===== config.mk =====
export PLATFORM = sky130hd
export DESIGN_NAME = neo_pattern_gen
export DESIGN_NICKNAME = d
export VERILOG_FILES = /design/src/rtl/neo_pattern_gen.sv
export SDC_FILE = /design/constraint.sdc
export NUM_CORES = 1
export LEC_CHECK = 0
export ABC_AREA = 1
export ABC_CLOCK_PERIOD_IN_PS = 4350
export BUFFER_PORTS_ARGS = -buffer_cell sky130_fd_sc_hd__buf_2
export CAP_MARGIN = 20
export CORE_ASPECT_RATIO = 1.1
export CORE_UTILIZATION = 60
export DETAILED_ROUTE_END_ITERATION = 8
export PLACE_DENSITY = 0.91
export SLEW_MARGIN = 5
export SYNTH_ARGS = -nofsm -noshare
export SYNTH_HDL_FRONTEND = slang
export SYNTH_SLANG_ARGS = --single-unit

===== constraint.sdc =====
create_clock -name clock -period 4.35 [get_ports clock]
set_input_delay 0.2175 -clock clock [delete_from_list [all_inputs] [get_ports clock]]
set_output_delay 0.2175 -clock clock [all_outputs]
set_load 0.02 [all_outputs]

===== src/rtl/neo_pattern_gen.sv =====
// Addressable-LED frame pattern generator: walks pixels/channels, hands levels to a serial driver.
// Optional NEO_GAMMA_EN macro squares each level (gamma ~2) before it is emitted.
module neo_pattern_gen #(
    parameter int unsigned NUM_PIXELS = 5,
    parameter int unsigned LEVEL_W    = 8,
    parameter int unsigned STEP       = 8,
    parameter int unsigned SPACING    = 32,
    localparam int unsigned PIX_W     = (NUM_PIXELS > 1) ? $clog2(NUM_PIXELS) : 1
) (
    input  logic               clock,
    input  logic               reset_n,
    input  logic               enable,
    input  logic [1:0]         mode,
    input  logic               ready_to_load,
    input  logic               ready_to_send,
    output logic [PIX_W-1:0]   pixel_index,
    output logic [1:0]         color_index,
    output logic [LEVEL_W-1:0] color_level,
    output logic               load_it,
    output logic               send_it,
    output logic               frame_done,
    output logic [15:0]        frame_count
);

    localparam logic [1:0] MODE_SOLID   = 2'd0;
    localparam logic [1:0] MODE_RAINBOW = 2'd1;
    localparam logic [1:0] MODE_CHASE   = 2'd2;

    localparam logic [PIX_W-1:0]   PIX_LAST  = PIX_W'(NUM_PIXELS - 1);
    localparam logic [LEVEL_W-1:0] STEP_L    = LEVEL_W'(STEP);
    localparam logic [LEVEL_W-1:0] SPACING_L = LEVEL_W'(SPACING);

    typedef enum logic [1:0] {
        ST_IDLE = 2'd0,
        ST_LOAD = 2'd1,
        ST_SEND = 2'd2,
        ST_WAIT = 2'd3
    } state_t;

    state_t             state, state_nxt;
    logic [PIX_W-1:0]   pix_cnt, pix_nxt;
    logic [1:0]         col_cnt, col_nxt;
    logic [LEVEL_W-1:0] phase, phase_nxt;
    logic [PIX_W-1:0]   chase_pos, chase_nxt;
    logic [1:0]         mode_r, mode_nxt;
    logic [15:0]        fcount_nxt;

    logic [1:0]         rb_chan;
    logic [LEVEL_W-1:0] rb_level;
    logic [LEVEL_W-1:0] lin_level;
    logic [LEVEL_W-1:0] out_level;

    // State and frame-context registers
    always_ff @(posedge clock or negedge reset_n) begin
        if (!reset_n) begin
            state       <= ST_IDLE;
            pix_cnt     <= '0;
            col_cnt     <= '0;
            phase       <= '0;
            chase_pos   <= '0;
            mode_r      <= '0;
            frame_count <= '0;
        end else begin
            state       <= state_nxt;
            pix_cnt     <= pix_nxt;
            col_cnt     <= col_nxt;
            phase       <= phase_nxt;
            chase_pos   <= chase_nxt;
            mode_r      <= mode_nxt;
            frame_count <= fcount_nxt;
        end
    end

    // Next-state and strobes
    always_comb begin
        state_nxt  = state;
        pix_nxt    = pix_cnt;
        col_nxt    = col_cnt;
        phase_nxt  = phase;
        chase_nxt  = chase_pos;
        mode_nxt   = mode_r;
        fcount_nxt = frame_count;
        load_it    = 1'b0;
        send_it    = 1'b0;
        frame_done = 1'b0;

        case (state)
            ST_IDLE: begin
                if (enable) begin
                    state_nxt = ST_LOAD;
                    mode_nxt  = mode;
                    pix_nxt   = '0;
                    col_nxt   = '0;
                end
            end
            ST_LOAD: begin
                load_it = ready_to_load;
                if (ready_to_load) begin
                    if (col_cnt == 2'd2) begin
                        col_nxt = 2'd0;
                        if (pix_cnt == PIX_LAST) begin
                            pix_nxt   = '0;
                            state_nxt = ST_SEND;
                        end else begin
                            pix_nxt = pix_cnt + PIX_W'(1);
                        end
                    end else begin
                        col_nxt = col_cnt + 2'd1;
                    end
                end
            end
            ST_SEND: begin
                send_it   = ready_to_send;
                state_nxt = ST_WAIT;
            end
            ST_WAIT: begin
                // Driver is ready again: the frame is finished, move the animation on
                if (ready_to_load) begin
                    frame_done = 1'b1;
                    fcount_nxt = frame_count + 16'd1;
                    phase_nxt  = phase + STEP_L;
                    chase_nxt  = (chase_pos == PIX_LAST) ? '0 : chase_pos + PIX_W'(1);
                    pix_nxt    = '0;
                    col_nxt    = '0;
                    if (enable) begin
                        state_nxt = ST_LOAD;
                        mode_nxt  = mode;
                    end else begin
                        state_nxt = ST_IDLE;
                    end
                end
            end
            default: state_nxt = ST_IDLE;
        endcase
    end

    assign rb_chan  = 2'(32'(pix_cnt) % 32'd3);
    assign rb_level = phase + LEVEL_W'(pix_cnt) * SPACING_L;

    // Linear level for the current pixel/channel
    always_comb begin
        lin_level = '0;
        case (mode_r)
            MODE_SOLID:   if (col_cnt == 2'd1)        lin_level = phase;
            MODE_RAINBOW: if (col_cnt == rb_chan)     lin_level = rb_level;
            MODE_CHASE:   if (pix_cnt == chase_pos)   lin_level = '1;
            default:      lin_level = '0;
        endcase
    end

`ifdef NEO_GAMMA_EN
    logic [2*LEVEL_W-1:0] lin_sq;
    assign lin_sq    = (2*LEVEL_W)'(lin_level) * (2*LEVEL_W)'(lin_level);
    assign out_level = LEVEL_W'(lin_sq >> LEVEL_W);
`else
    assign out_level = lin_level;
`endif

    assign pixel_index = (state == ST_LOAD) ? pix_cnt   : '0;
    assign color_index = (state == ST_LOAD) ? col_cnt   : 2'd0;
    assign color_level = (state == ST_LOAD) ? out_level : '0;

endmodule


### Word level (Yosys, flattened, before mapping)

Cells that the tools add are included.
W data, S select, Z words.

* flip-flop bits (word level): 36
* input port bits: 7

* add/subtract/negate cells: 6
* divide/modulo/power cells: 1
* eq/ne operators: 16
* mux-type cells: 33
* reductions and logical operators: 9

Operators with widths (count)
* $mod A3 B2 Y32 const B: 1
* $mux W8: 4
* $mux W2: 12
* $pmux W8 S3: 1
* $mux W3: 7
* $add A16 B1 Y16 const B: 1
* $ne A2 B2 Y1 const B: 5
* $reduce_and A5 Y1: 2
* $pmux W3 S3: 1
* $add A8 B4 Y8 const B: 1
* $add A8 B8 Y8: 1
* $eq A2 B2 Y1 const B: 4
* $pmux W2 S4: 1
* $add A3 B1 Y3 const B: 2
* $eq A2 B1 Y1 const B: 3
* $eq A3 B3 Y1 const B: 2
* $pmux W2 S3: 1
* $mux W1: 5
* $logic_not A2 Y1: 2
* $pmux W2 S2: 1
* $reduce_and A2 Y1: 2
* $reduce_and A4 Y1: 1
* $eq A3 B3 Y1: 1
* $reduce_bool A3 Y1: 1
* 3 further kinds: 3

### Longest topological paths before layout

Gate-level depths: netlist of run 1.

* depth after elaboration: 5
* depth in mapped cells: 12
* gate-level depth less buffers: 12

### Worst setup path before layout of run 1

OpenSTA, ideal clock, no wires.

* kind: reg-to-output
* start point: register pix_cnt[0]
* end point: output color_level[7]
* arrival time: 1.860 ns
* path slack: 2.273 ns
* cell stages (with the launch flop): 13
* path buffers: 0
* path through: dfrtp_1 -> inv_1 -> ha_1 -> nand3_1 -> o21ai_0 -> ha_1 -> inv_1 -> nand2_1 -> nand2_1 -> nand2_1 -> nand2_1 -> nand4_1 -> a21oi_1

* word-level cells in the longest chain between the ends: 5
* elaborated cells on any way between the ends: 8
* those cells by class: 1 x add/sub; 1 x div; 2 x eq/ne; 4 x mux

RTL lines
* start: declaration: line 41 `logic [PIX_W-1:0] pix_cnt, pix_nxt;`
* start signal: assignment: line 65 `pix_cnt <= pix_nxt;`
* $mod A3 B2 Y32: line 137 `assign rb_chan = 2'(32'(pix_cnt) % 32'd3);`
* $eq A2 B2 Y1: line 145 `MODE_RAINBOW: if (col_cnt == rb_chan) lin_level = rb_level;`
* $mux W8: line 145
* $pmux W8 S3 (*): line 143 `case (mode_r)`
* $mux W8 (*): line 161 `assign color_level = (state == ST_LOAD) ? out_level : '0;`
* end: declaration: line 18 `output logic [LEVEL_W-1:0] color_level,`

Mark *: on every way between the ends. The rest lies on a longest branch, timed or not.

### Worst setup path in the final report of run 1

* start point: register pix_cnt[0]
* end point: output color_level[3]

The elaborated chain is that of the path after synthesis.

==> results of run 1 <==
report_power, final:
group | leakage (nW) | internal (mW) | switching (mW) | total (mW)
Sequential | 0.411 | 0.394 | 0.0869 | 0.481
Clock | 0.0269 | 0.0559 | 0.0979 | 0.154
Combinational | 0.880 | 0.210 | 0.409 | 0.619
Total | 1.32 | 0.660 | 0.594 | 1.25
worst max-delay path, cell delays in order, from the launching register on:
cell and delay (ps):
dfrtp_1 490, inv_1 140, ha_1 210, nand3_1 80, o21ai_0 100, ha_1 190, inv_1 80, nand2_1 80
nand2_1 80, nand2_1 50, nand2_1 130, nand4_1 110, a21oi_1 180, buf_2 190
what timing repair did:
action,4_1_cts,5_1_grt
hold buffers,1,0
endpoints found under the setup margin,0,0
resized for setup,0,0
hold endpoints to repair,33,0
how the worst min path moves through the flow:
stage,depth (start not counted),to,slack [ps],from
floorplan,0,chase_pos[0]$_DFFE_PN0P_,-80,reset_n
global placement,1,frame_count[3]$_DFFE_PN0P_,310,reset_n
detailed placement,1,frame_count[9]$_DFFE_PN0P_,310,reset_n
CTS,3,mode_r[0]$_DFFE_PN0P_,130,mode[0]
global route,3,mode_r[0]$_DFFE_PN0P_,140,mode[0]
finish,3,mode_r[0]$_DFFE_PN0P_,140,mode[0]
cells by family after synthesis:
logic type,after synthesis
and+or+nand+nor,108
buffers and inverters,48
AOI/OAI and AO/OA,33
DFF,33
xor gates and xnor gates,20
adders and majority gates,16
cells in the mapped netlist, drive strengths merged:
cell	count
o22ai	3
ha	15
nand2	48
nand4	10
a21oi	18
a22o	1
o21ai	11
dfrtp	33
buf	5
fa	1
nor3	4
nor4	1
inv	43
xor2	14
nand3	14
nor2	31
xnor2	6
layer usage:
| layer | track usage | wire length, um | vias to the layer above | part of all wire |
|---|---|---|---|---|
| li1 | - | - | 901 | - |
| met1 | 0.2728 | 1734 | 822 | 0.44 |
| met2 | 0.4440 | 2039 | 38 | 0.51 |
| met3 | 0.06073 | 155 | 6 | 0.039 |
| met4 | 0.1042 | 48 | 0 | 0.012 |
| met5 | 0 | 0 | - | 0 |
metrics by stage:
step           instances  setup slack, ps    util
6_report             346             1680  0.7105
3_5_place_dp         339             2099  0.6949
2_1_floorplan        258             2273       -
3_3_place_gp         339             2176  0.6949
5_1_grt              346             1463  0.7105
4_1_cts              346             1716  0.7105
cell type report:
| cell class | instances | area, um^2 |
|---|---|---|
| sequential | 33 | 825.8 |
| clock inverter | 1 | 5.005 |
| fill | 279 | 972.2 |
| timing repair buffer | 39 | 200.2 |
| clock buffer | 5 | 37.54 |
| tap | 48 | 60.06 |
| multi-input combinational | 177 | 1096 |
| inverter | 43 | 161.4 |
registers in the layout (all words and copies together), names as in the netlist:
signal       flops
chase_pos        3
col_cnt          2
frame_count     16
mode_r           2
phase            5
pix_cnt          3
state            2
==> flow_summary.json, run 1 <==
{
  "n_antenna_cell": 0,
  "area_growth_pct": 12.77,
  "tightest_slew_ps": 695.2,
  "p_per_area_nw_per_um2": 525.2,
  "worst_setup_path_end_kind": "output port",
  "synthAdderAreaFrac": 0.09817,
  "routabilityCongestion": 0.8863,
  "max-cap-violations": 0,
  "fp.dieH_um": 64.28,
  "grt-ovfl-total": 0,
  "syn_area_per_cell_um2": 8.201,
  "min_period_ps": 2670,
  "maxSlewViolCount": 0,
  "grt_max_degree": 34,
  "post_synth_instance_area_um2": 2116,
  "r2r_start": "state[1]$_DFFE_PN0P_",
  "synth_cell_types": 25,
  "mostFrequentLayoutCells": "nand2_1, inv_1, buf_2",
  "worstSetupPathType": "reg -> out",
  "hold_slack_ps": 142.3,
  "synth_compound_area_frac": 0.08161,
  "crit_fanout": 7,
  "path_clk_slew_ps": 100,
  "drive_gt1_frac": 0.1946,
  "rr_endpoint": "state[1]$_DFFE_PN0P_",
  "crit_path_start": "pix_cnt[0]$_DFFE_PN0P_",
  "final_antenna_net_count": 0,
  "cts_tree": "built",
  "ir_drop_mv": 0.3264,
  "drtIter0Drc": 66,
  "final_common_cell": "nand2_1",
  "fmax_ghz": 0.3745,
  "core_area_um2": 3358,
  "ios": 39,
  "synth_area_leader_cell": "dfrtp_1",
  "initial_core_util": 0.6300,
  "die-area_um2": 3768,
  "htreeDepth": 2,
  "dr.pass1.iters": 4,
  "portBuffers": 38,
  "netlist_instances": 258,
  "grt_pass1_vias": 1764,
  "grt_first_pass_wirelength_um": 7079,
  "fp.dieW_um": 58.62,
  "fin_area_um2": 2386,
  "synth_area_leaders": "dfrtp_1, ha_1, nand2_1, inv_1, xor2_1",
  "worstPathArrival_ps": 2450,
  "fin_crit_sh": 0.6138,
  "cts_buffer_depth": 2,
  "drc": 0,
  "yosys_warnings": 0,
  "r2r_cells": 8,
  "startpoint_type": "register",
  "syn-num-nets": 281,
  "wire_per_inst_um": 11.49,
  "totalNegativeSetupSlack_ps": 0,
  "synthMuxAreaShare": 0,
  "routed_wl_um": 3977,
  "status": "finished clean",
  "clkLatencyLatePin_ps": 340,
  "rsz0062_at_grt": "false",
  "hp-class": "in -> reg",
  "cts_inserted_buffers": 5,
  "slew-limit-headroom": 0.5365,
  "synth-simple-area-share": 0.2555,
  "yosysSeqAreaShare": 0.3903,
  "synth.top_cell.area_share": 0.3903,
  "synth_top_family_by_area": "simple AND/OR/NAND/NOR gates",
  "num_rows": 22,
  "fin_worst_skew_ps": 8.578,
  "finalSetupViolCount": 0,
  "endpoint": "color_level[3]",
  "hold_viol_final": 0,
  "final_nets": 322,
  "grtUsageTotal": 0.2476,
  "p_leak_nw": 1.318,
  "vias": 1767,
  "vias_per_cell": 5.107,
  "place_area_um2": 2333,
  "reg2reg_slack_ps": 2400,
  "cts_root_buffer": "clkbuf_4",
  "cts.sinks": 33,
  "ys_seq_elements": 33,
  "dp_hpwl_um": 3023,
  "worstPathRequired_ps": 4130,
  "cts_setup_buffers": 0,
  "antenna_found_initial": 0,
  "synth_xor_xnor_area_share": 0.08279,
  "report.power.total_mw": 1.253
}
Note: power is estimated with default switching activity, not from simulation.
==> run 2, diff against run 1 <==
ABC_CLOCK_PERIOD_IN_PS = 2160   (was 4350)
CORE_UTILIZATION = 50   (was 60)
PLACE_DENSITY = 0.82   (was 0.91)
clock period = 2.16 ns   (was 4.35 ns; I/O delays follow)
==> flow_summary.json, run 2 (synthesis results as in run 1) <==
{
  "clkPwrFrac": 0.160,
  "switching_power_mw": 1.357,
  "min_period_ps": 2212,
  "grt-ovfl-total": 0,
  "worstPathRequired_ps": 2050,
  "n_fill_cell": 370,
  "combPwrFrac": 0.505,
  "area_growth_pct": 21.88,
  "initial_core_util": 0.5258,
  "drtIter0Drc": 85,
  "dp_hpwl_um": 3119,
  "worstPathArrival_ps": 2100,
  "largest_register_ffs": 16,
  "final_common_cell": "nand2_1",
  "ir_drop_mv": 0.6569,
  "max_stage_delay_ps": 400,
  "cts_buffer_depth": 2,
  "grt_max_degree": 34,
  "grt_first_pass_wirelength_um": 7748,
  "p_sw_frac": 0.4693,
  "status": "finished, violations left",
  "cts.sinks": 33,
  "cts_inserted_buffers": 5,
  "core_area_um2": 4024,
  "seqPwrFrac": 0.335,
  "cts_root_buffer": "clkbuf_8",
  "utilization": 0.6409,
  "dr.pass1.iters": 4,
  "grtUsageTotal": 0.2253,
  "n_antenna_cell": 0,
  "hold_viol_final": 0,
  "fp.dieW_um": 64.03,
  "reg_top3": "frame_count: 16 flops, phase: 5 flops",
  "post-place-ws_ps": 193.8,
  "fmax_ghz": 0.4522,
  "fp.dieH_um": 70.23,
  "antenna_found_initial": 0,
  "vias": 1861,
  "grt_pass1_vias": 1818,
  "power.internal_mw": 1.535,
  "rsz0062_at_grt": "true",
  "crit_fanout": 2,
  "fin_crit_sh": 1.024,
  "slew-limit-headroom": 0.4973,
  "max-cap-violations": 0,
  "drc": 0,
  "wire_per_inst_um": 12.99,
  "vias_per_cell": 5.184,
  "finalSetupViolCount": 1,
  "drive_gt1_frac": 0.2899,
  "final_nets": 329,
  "slowest_stage": "fa_2",
  "crit_chain": "buf_6 -> ha_4 -> inv_2 -> fa_2 -> inv_2 -> nand2_2 -> nand3_2 -> nand2_1 -> nor2_1 -> nand4_1 -> a21oi_2 -> buf_4",
  "path_clk_slew_ps": 70,
  "top_register": "frame_count",
  "p_per_area_nw_per_um2": 1122,
  "hp-class": "in -> reg",
  "setup_slack_ps": -51.59,
  "ios": 39,
  "cts_tree": "built",
  "worstSetupPathType": "reg -> out",
  "mostFrequentLayoutCells": "nand2_1, inv_1, buf_2",
  "startpoint_type": "register",
  "multiInputGateArea_um2": 1166,
  "regArea_um2": 827.0,
  "violations": "setup timing",
  "cp_common_cell": "inv_2",
  "die-area_um2": 4496,
  "worst_setup_path_end_kind": "output port",
  "final_antenna_net_count": 0,
  "p_leak_nw": 1.366,
  "cp_top_family": "adder cells",
  "portBuffers": 38,
  "routabilityCongestion": 0.9234,
  "htreeDepth": 2,
  "routed_wl_um": 4664,
  "report.power.total_mw": 2.893,
  "fin_worst_skew_ps": 4.942,
  "num_rows": 24,
  "clkLatencyLatePin_ps": 290,
  "tightest_slew_ps": 754.0,
  "path_buf_inv": 4,
  "maxSlewViolCount": 0
}
-- run 2: cell count changes in the layout (fill, tap and decap cells not counted), moves of 4 or more --
cell	change
buf_4	+10
nand2_1	-6
buf_2	-5
clkbuf_4	-5
clkbuf_8	+5
nand2_2	+5
a21oi_1	-4
a21oi_2	+4
inv_1	-4
inv_2	+4
-- run 2: worst register-to-register path: cells and delay by family, from the launching register on --
| family | cells | cell delay (ps) |
|---|---|---|
| flops | 1 | 410 |
| simple gates | 6 | 600 |
| buf+inv | 2 | 300 |
| compound gates | 1 | 100 |
| fa+ha+maj | 1 | 280 |
-- run 2: layout make-up --
type,count,share of cell area
Clock inverter,3,0.006793
Multi-Input combinational cell,177,0.4522
Inverter,43,0.06259
Clock buffer,5,0.02669
Timing Repair Buffer,46,0.1058
Tap cell,52,0.02523
Sequential cell,33,0.3207
-- run 2: timing repair --
action                                 4_1_cts  5_1_grt
endpoints found under the hold margin       33        0
buffers inserted                             4        0
setup endpoints to repair                    5        8
gates resized for setup                     16       16
pin swaps                                    4       10
hold buffers                                 1        0
-- run 2: metrics by stage --
step                      TNS [ps]  cell area, um^2  cells  hold slack (ps)
after floorplan                  0             2116    258           -187.6
after global placement           0             2361    346            206.5
after detailed placement         0             2361    346            225.1
after CTS                   -33.59             2521    359            66.62
after global routing        -521.4             2579    359            82.96
final                       -51.59             2579    359            76.96
-- run 2: final timing paths --
| kind | startpoint | endpoint | cells after the start | slack, ps |
|---|---|---|---|---|
| max in group asynchronous | reset_n | pix_cnt[1]$_DFFE_PN0P_ | 2 | 1220 |
| worst min-delay path | mode[0] | mode_r[0]$_DFFE_PN0P_ | 3 | 80 |
| worst max register to register | state[1]$_DFFE_PN0P_ | pix_cnt[1]$_DFFE_PN0P_ | 10 | 360 |
| worst max-delay path | pix_cnt[0]$_DFFE_PN0P_ | color_level[7] | 12 | -50 |
| min in group asynchronous | reset_n | phase[3]$_DFFE_PN0P_ | 2 | 420 |
| worst min register to register | frame_count[4]$_DFFE_PN0P_ | frame_count[4]$_DFFE_PN0P_ | 1 | 490 |
-- run 2: power groups by stage --
stage                     logic (mW)  clock network, mW  registers (mW)
after global placement          1.25                  0           0.958
after floorplan                0.924                  0           0.985
final                           1.46              0.463           0.970
after CTS                       1.37              0.483           0.958
after detailed placement        1.29                  0           0.964
after global routing            1.64              0.505           0.993
-- run 2: routing by layer --
| metal | GRT usage | up-vias | part of all wire | wire length [um] |
|---|---|---|---|---|
| met5 | 0 | - | 0 | 0 |
| met4 | 0.09848 | 0 | 0.017 | 77 |
| met3 | 0.04739 | 6 | 0.040 | 187 |
| met2 | 0.4208 | 51 | 0.52 | 2435 |
| met1 | 0.2375 | 888 | 0.42 | 1964 |
| li1 | - | 916 | - | - |
